## src/rtl/peripheral_msi_slave_arbiter_tl.sv

```systemverilog
// Per-slave arbiter for the multi-layer MSI interconnect: priority grant with round-robin tie-break,
// handover only at the owner's switch point. Optional starvation guard: MSI_ARB_STARVATION_GUARD_EN.
module peripheral_msi_slave_arbiter_tl #(
  parameter int unsigned MASTERS      = 5,
  parameter int unsigned MASTER_BITS  = (MASTERS > 1) ? $clog2(MASTERS) : 1,
  parameter int unsigned STARVE_LIMIT = 16
) (
  input  logic                     HCLK,
  input  logic                     HRESETn,
  input  logic [MASTERS-1:0]       mst_req,
  input  logic [3*MASTERS-1:0]     mst_priority,
  input  logic [MASTERS-1:0]       mst_can_switch,
  input  logic                     slv_HREADY,
  output logic [MASTERS-1:0]       master_granted,
  output logic [MASTER_BITS-1:0]   owner_idx,
  output logic                     bus_busy
);

  localparam int unsigned PRI_W = 3;

  typedef enum logic {IDLE, GRANTED} state_t;

  state_t                 state;
  logic [MASTER_BITS-1:0] rr_ptr;
  logic [PRI_W-1:0]       max_pri;
  logic [MASTERS-1:0]     cand;
  logic [MASTERS-1:0]     scan_vec;
  logic [MASTER_BITS:0]   scan_res;
  logic                   win_valid;
  logic [MASTER_BITS-1:0] win_idx;
  logic                   switch_pt;

  if (STARVE_LIMIT == 0) begin : g_bad_limit
    $error("STARVE_LIMIT must be at least 1");
  end

  // First set bit of vec strictly after ptr, wrapping; MSB of result flags a hit
  function automatic logic [MASTER_BITS:0] first_after(input logic [MASTERS-1:0] vec,
                                                        input logic [MASTER_BITS-1:0] ptr);
    logic [MASTER_BITS:0] res;
    int idx;
    res = '0;
    for (int k = int'(MASTERS); k > 0; k--) begin
      idx = int'(ptr) + k;
      if (idx >= int'(MASTERS)) idx -= int'(MASTERS);
      if (vec[idx]) res = {1'b1, MASTER_BITS'(idx)};
    end
    return res;
  endfunction

  // Highest requested priority and the requesters sitting at it
  always_comb begin
    max_pri = '0;
    cand    = '0;
    for (int i = 0; i < int'(MASTERS); i++) begin
      if (mst_req[i] && (mst_priority[i*PRI_W +: PRI_W] > max_pri))
        max_pri = mst_priority[i*PRI_W +: PRI_W];
    end
    for (int i = 0; i < int'(MASTERS); i++) begin
      cand[i] = mst_req[i] && (mst_priority[i*PRI_W +: PRI_W] == max_pri);
    end
  end

  assign switch_pt = (state == GRANTED) && mst_can_switch[owner_idx] && slv_HREADY;

`ifdef MSI_ARB_STARVATION_GUARD_EN
  localparam int unsigned CNT_W = $clog2(STARVE_LIMIT + 1);

  logic [CNT_W-1:0]   starve_cnt;
  logic [MASTERS-1:0] waiting;
  logic               starve_mode;

  // In GRANTED the grant vector is the owner's one-hot, so this is every non-owner requester
  assign waiting     = mst_req & ~master_granted;
  assign starve_mode = (state == GRANTED) && (starve_cnt >= CNT_W'(STARVE_LIMIT));

  // Starved: ignore priority and skip the owner whenever anyone else is asking
  always_comb begin
    scan_vec = cand;
    if (starve_mode) scan_vec = (waiting != '0) ? waiting : mst_req;
  end

  always_ff @(posedge HCLK or negedge HRESETn) begin
    if (!HRESETn) begin
      starve_cnt <= '0;
    end else if (state != GRANTED) begin
      starve_cnt <= '0;
    end else if (switch_pt && (starve_mode || (win_valid && (win_idx != owner_idx)))) begin
      starve_cnt <= '0;
    end else if ((waiting != '0) && (starve_cnt < CNT_W'(STARVE_LIMIT))) begin
      starve_cnt <= starve_cnt + CNT_W'(1);
    end
  end
`else
  assign scan_vec = cand;
`endif

  assign scan_res  = first_after(scan_vec, rr_ptr);
  assign win_valid = scan_res[MASTER_BITS];
  assign win_idx   = scan_res[MASTER_BITS-1:0];

  // Grant FSM; every output is registered and changes on the deciding edge
  always_ff @(posedge HCLK or negedge HRESETn) begin
    if (!HRESETn) begin
      state          <= IDLE;
      master_granted <= '0;
      owner_idx      <= '0;
      rr_ptr         <= MASTER_BITS'(MASTERS - 1);
      bus_busy       <= 1'b0;
    end else begin
      case (state)
        IDLE: begin
          master_granted <= '0;
          if (win_valid) begin
            state          <= GRANTED;
            master_granted <= MASTERS'(1) << win_idx;
            owner_idx      <= win_idx;
            rr_ptr         <= win_idx;
            bus_busy       <= 1'b1;
          end
        end
        GRANTED: begin
          if (switch_pt) begin
            if (win_valid) begin
              master_granted <= MASTERS'(1) << win_idx;
              owner_idx      <= win_idx;
              rr_ptr         <= win_idx;
            end else begin
              state          <= IDLE;
              master_granted <= '0;
              bus_busy       <= 1'b0;
            end
          end
        end
        default: begin
          state          <= IDLE;
          master_granted <= '0;
          bus_busy       <= 1'b0;
        end
      endcase
    end
  end

endmodule
```

## config.mk

```make
export PLATFORM = sky130hd
export DESIGN_NAME = peripheral_msi_slave_arbiter_tl
export DESIGN_NICKNAME = d
export VERILOG_FILES = /design/src/rtl/peripheral_msi_slave_arbiter_tl.sv
export SDC_FILE = /design/constraint.sdc
export NUM_CORES = 1
export LEC_CHECK = 0
export CAP_MARGIN = 5
export CORE_ASPECT_RATIO = 1.75
export CORE_MARGIN = 3
export CORE_UTILIZATION = 57
export DETAILED_ROUTE_END_ITERATION = 12
export PLACE_DENSITY = 0.82
export SLEW_MARGIN = 25
export SYNTH_ARGS = -nofsm -noshare
export SYNTH_HDL_FRONTEND = slang
export SYNTH_SLANG_ARGS = --single-unit
```

## constraint.sdc

```tcl
create_clock -name HCLK -period 4.85 [get_ports HCLK]
set_input_delay 0.7275 -clock HCLK [delete_from_list [all_inputs] [get_ports HCLK]]
set_output_delay 0.7275 -clock HCLK [all_outputs]
set_load 0.01 [all_outputs]
```

==> summary.md, run 1 <==
| Metric | Value |
|---|---|
| # hold bufs at CTS | `0` |
| Die width | `58.5 um` |
| Initial Util | `0.608` |
| Stopping stage | `4_1_cts` |
| DP Area | `4090 um2` |
| Total CTS buffers | `3` |
| DP Worst Slack | `-2.87 ns` |
| Post-CTS setup buffers | `20` |
| Port bufs | `36` |
| Synth warnings | `0` |
| Clk buf depth | `2` |
| Synth Cell Area | `2750 um2` |
| Post-DP HPWL | `9190 um` |
| Outcome | `did not finish` |
| Die height | `97.9 um` |
| Yosys top cell by area | `ha_1` |
| Sequential fraction of the synthesis area | `0.101` |
| Placed Cells | `549` |
| Clk sink count | `11` |
| Syn_nets | `426` |
| Num rows | `32` |
| Post-CTS sizing | `99` |
| CTS H-tree depth | `1` |
| Synth area leaders | `ha_1 10%, dfrtp_1 9.1%, nand2_1 5.5%` |
| Area fraction of the dominant cell type after synthesis | `0.100` |
| #FFs+latches synth | `11` |
| Mean area per synthesized cell | `7.31 um2` |
| Ports | `37` |
| Prevailing post-synth register cell | `dfrtp_1` |
| Root Buffer | `clkbuf_8` |
| Final GP Congestion | `1.01` |
| Yosys cell types | `86` |
| EDFF count, synth | `0` |
| Stop err | `[ERROR DPL-0038] Utilization greater than 100%, impossible to legalize` |
| Post-synthesis cell count | `376` |
| Synth async-reset ratio | `1.00` |
synth_stat cells (3+ instances only):
cell type,instances
nand2_1,40
nor2_1,38
o2111ai_1,3
a22oi_1,3
a21o_1,9
and2_1,6
xnor2_1,14
o31ai_1,7
and3_1,4
or3_1,3
ha_1,22
nor3_1,12
xor2_1,6
o211ai_1,3
dfrtp_1,10
a21oi_1,24
nand2b_1,3
a31oi_1,6
a21boi_0,3
nor4_1,4
a211oi_1,3
a32oi_1,3
nand4_1,6
a211o_1,3
clkbuf_1,10
nand3_1,12
o21ai_0,26
inv_1,23
through the flow:
step                 util  TNS [ns]
detailed placement  0.903    -30.26
global placement    0.903    -26.27
floorplan               -    -17.43
kinds of logic after synthesis:
group                      count (synthesis)  share of synthesized area
xor gates and xnor gates                  21                     0.0696
AOI/OAI and AO/OA                        132                      0.373
muxes                                      5                     0.0250
and+or+nand+nor                          148                      0.279
adders and majority gates                 22                      0.100
DFF                                       11                      0.101
buffers and inverters                     37                     0.0533
==> inputs of run 2 (changes only) <==
--- a/config.mk
+++ b/config.mk
@@ -6,11 +6,10 @@
 export NUM_CORES = 1
 export LEC_CHECK = 0
 export CAP_MARGIN = 5
-export CORE_ASPECT_RATIO = 1.75
 export CORE_MARGIN = 3
-export CORE_UTILIZATION = 57
+export CORE_UTILIZATION = 40
 export DETAILED_ROUTE_END_ITERATION = 12
-export PLACE_DENSITY = 0.82
+export PLACE_DENSITY_LB_ADDON = 0.15
 export SLEW_MARGIN = 25
 export SYNTH_ARGS = -nofsm -noshare
 export SYNTH_HDL_FRONTEND = slang
==> run 2 against run 1 <==
The flow now finishes, with violations (setup timing). Synthesized cell count did not move. Area after synthesis unchanged.
==> summary.md, run 2 <==
| Metric | Value |
|---|---|
| PwrDens | `575 nW/um2` |
| EDFF count, synth | `0 (unchanged)` |
| Logic pwr share | `0.908` |
| Fraction of final layout cells sized beyond drive strength 1 | `0.475` |
| Ports | `37 (unchanged)` |
| Final Skew | `0.00589 ns` |
| HP Class | `flip-flop to flip-flop` |
| Die area | `7900 um2` |
| Post-synthesis cell count | `376 (unchanged)` |
| Worst Path Max Fanout | `5` |
| Global route overflow | `0` |
| Worst R2R Path Depth | `13` |
| Total CTS buffers | `3 (unchanged)` |
| Final min period | `6.74 ns` |
| Commonest cells post-synth | `40 x nand2_1, 38 x nor2_1, 26 x o21ai_0, 24 x a21oi_1, 23 x inv_1` |
| Num rows | `29 (-9.4%)` |
| Internal power | `1340 uW` |
| Yosys cell types | `86 (unchanged)` |
| Most frequent cells in the layout | `136 x buf_4, 33 x nand2_1, 30 x nor2_1, 28 x clkdlybuf4s50_1, 21 x inv_1` |
| Mean area per synthesized cell | `7.31 um2 (unchanged)` |
| Global-route wire length before repair | `16700 um` |
| Clock power share | `0.032` |
| Synth Cell Area | `2750 um2 (unchanged)` |
| Failing checks | `setup timing` |
| Finished Core Util | `0.759` |
| Worst Tran Pin Value | `0.769 ns` |
| R2R Setup Slk | `0.61 ns` |
| Area Growth Syn to Fin | `79.3%` |
| Most frequent CP cell | `buf_4` |
| Most common cell in the netlist | `nand2_1` |
| Sw frac | `0.528` |
| Seq pwr share | `0.060` |
| DP Worst Slack | `-2.83 ns (+0.0406 ns)` |
| Via count | `3896` |
| Clk Latency, worst-skew pair | `0.24 ns` |
| Port bufs | `36 (unchanged)` |
| Worst Slack Setup Final | `-1.89 ns` |
| Lkg Pwr | `0.00222 uW` |
| Area fraction of the dominant cell type after synthesis | `0.100 (unchanged)` |
| Number of iterations in the first detailed-routing pass | `5` |
| Max Cap Viol | `0` |
| GRT Total Usage | `0.263` |
| Largest net degree at the start of global routing | `30` |
| Sw Pwr | `1500 uW` |
| Slew margin rel. | `0.482` |
| Die height | `88.9 um (-9.2%)` |
| Hold path cells | `1` |
| Initial DRC count | `417` |
| Post-DP HPWL | `7820 um (-15%)` |
| WL final | `12100 um` |
| Yosys top cell by area | `ha_1` |
| Unrepaired setup endpoints after global routing | `true` |
| Reg area | `277 um2` |
| Vias in the first global route | `3517` |
| Slowest CP cell | `or4b_4` |
| Max reg flops | `5` |
| Critical Path Sink Type | `flip-flop` |
| Outcome | `complete, but fails checks` |
| Root Buffer | `clkbuf_8` |
| Clk buf depth | `2 (unchanged)` |
| Prevailing post-synth register cell | `dfrtp_1` |
| Nets | `598` |
| Initial Util | `0.423 (-0.184)` |
| Routed WL per cell | `19.3 um` |
| VDD IR max | `0.414 mV` |
| Worst Hold Endpoint | `bus_busy$_DFFE_PN0P_` |
| Hold Path Origin | `state$_DFF_PN0_` |
| Crit-path max cell delay | `0.59 ns` |
| Detail Route Antenna Nets | `0` |
| Setup TNS | `-19.79 ns` |
| Max Clk Rate | `148 MHz` |
| Final max-slew violation count | `0` |
| CP Launch Type | `input port` |
| Vias per Instance | `6.24` |
| Initial antenna violation count | `0` |
| Synth warnings | `0 (unchanged)` |
| Core box area | `6490 um2` |
| Clock tree from TritonCTS | `done` |
| Multi-input logic area | `2940 um2` |
| # hold bufs at CTS | `0 (unchanged)` |
| Critical path class | `input port to flip-flop` |
| Final GP Congestion | `0.948 (-6.3%)` |
| Most flop-heavy register | `master_granted` |
| Fin crit share | `1.39` |
| Die width | `88.9 um (+52%)` |
| Fill cell count | `423` |
| Syn_nets | `426 (unchanged)` |
| Biggest regs | `master_granted: 5 flops, rr_ptr: 3 flops` |
| Critical path data arrival time | `6.86 ns` |
| Fin. Hold Viols | `0` |
| Final setup fails | `11` |
| Critical R2R Capture | `master_granted[2]$_DFFE_PN0P_` |
| Sequential fraction of the synthesis area | `0.101 (unchanged)` |
| Crit. Startpoint | `mst_priority[0]` |
| #FFs+latches synth | `11 (unchanged)` |
| Clk sink count | `11 (unchanged)` |
| Commonest non-fill, non-tap cell in the layout | `buf_4` |
| Synth async-reset ratio | `1.00 (unchanged)` |
| Residual DRC | `0` |
| N_diodes | `0` |
| CP required | `4.97 ns` |
| CTS H-tree depth | `1 (unchanged)` |
| Critical R2R Launch | `rr_ptr[1]$_DFFE_PN0P_` |
| Clock-pin slew on the worst setup and hold paths | `0.05 ns` |
| Synth area leaders | `ha_1 10%, dfrtp_1 9.1%, nand2_1 5.5%` |
[run 2: cell counts after synthesis]
Identical to the previous run, type by type.
[run 2: cell type report]
class | count | share of cell area
repair buffers | 181 | 0.302
inverters | 23 | 0.0180
flip-flops and latches | 11 | 0.0561
well taps | 77 | 0.0195
clock buffers | 4 | 0.00914
multi-input cells | 328 | 0.596
[run 2: timing repair]
action	4_1_cts	5_1_grt
buffers inserted	26	20
gates cloned	0	0
endpoints found under the setup margin	11	11
resized for setup	59	59
pin swaps	45	50
[run 2: kinds of logic (layout without fill, tap and decap cells)]
group                    Yosys count  in the layout  share of synthesized area
multiplexers                       5              5                     0.0250
adder cells (fa/ha/maj)           22             22                      0.100
flip-flops                        11             11                      0.101
AO/OA/AOI/OAI                    132            132                      0.373
AND/OR/NAND/NOR                  148            148                      0.279
buffers and inverters             37            208                     0.0533
XOR/XNOR                          21             21                     0.0696
[run 2: routing by layer]
layer,vias to the layer above,GRT usage,wire (um)
met4,0,0.0742,475
met5,-,0,0
met3,52,0.0461,812
met1,1861,0.342,4900
met2,220,0.447,5870
li1,1763,-,-
[run 2: how the worst max path moves through the flow]
stage	to	slack (ns)
3_5_place_dp	master_granted[0]$_DFFE_PN0P_	-2.83
4_1_cts	master_granted[0]$_DFFE_PN0P_	-1.79
5_1_grt	master_granted[2]$_DFFE_PN0P_	-2.13
3_3_place_gp	master_granted[0]$_DFFE_PN0P_	-2.61
6_report	rr_ptr[1]$_DFFE_PN0P_	-1.89
2_1_floorplan	rr_ptr[1]$_DFFE_PN0P_	-1.76
[run 2: metrics by stage]
step | total power [uW] | area (um2) | hold slack [ns] | instances
2_1_floorplan | 1540 | 2980 | 0.412 | 376
3_3_place_gp | 2120 | 4130 | 0.457 | 577
3_5_place_dp | 2160 | 4130 | 0.444 | 577
4_1_cts | 2430 | 4520 | 0.450 | 607
5_1_grt | 3000 | 4930 | 0.463 | 624
6_report | 2830 | 4930 | 0.450 | 624
[run 2: power by group through the flow]
stage	logic (uW)	registers, uW	clock network, uW
after CTS	2170	165	93.2
after floorplan	1380	163	0
after detailed placement	1990	167	0
after global placement	1960	164	0
final	2570	169	91.8
after global routing	2730	172	98.2
[run 2: worst max-delay path: cells and delay by family]
family                   cells  cell delay, ns
adder cells (fa/ha/maj)      4            0.95
buffers and inverters        7            0.85
AO/OA/AOI/OAI               13            2.49
multiplexers                 1            0.31
XOR/XNOR                     1            0.18
AND/OR/NAND/NOR              9            1.32
Power figures use the tool's default switching activity.
==> inputs of run 3 (changes only) <==
--- a/config.mk
+++ b/config.mk
@@ -5,9 +5,11 @@
 export SDC_FILE = /design/constraint.sdc
 export NUM_CORES = 1
 export LEC_CHECK = 0
+export ABC_CLOCK_PERIOD_IN_PS = 4850
 export CAP_MARGIN = 5
 export CORE_MARGIN = 3
 export CORE_UTILIZATION = 40
+export CTS_CLUSTER_DIAMETER = 50
 export DETAILED_ROUTE_END_ITERATION = 12
 export PLACE_DENSITY_LB_ADDON = 0.15
 export SLEW_MARGIN = 25
==> results of run 3 <==
No change in the layout: final DEF, timing and power equal those of run 2.
==> inputs of run 4 (changes only) <==
--- a/config.mk
+++ b/config.mk
@@ -5,7 +5,6 @@
 export SDC_FILE = /design/constraint.sdc
 export NUM_CORES = 1
 export LEC_CHECK = 0
-export ABC_CLOCK_PERIOD_IN_PS = 4850
 export CAP_MARGIN = 5
 export CORE_MARGIN = 3
 export CORE_UTILIZATION = 40
==> results of run 4 <==
No change in the layout: final DEF, timing and power equal those of run 2.
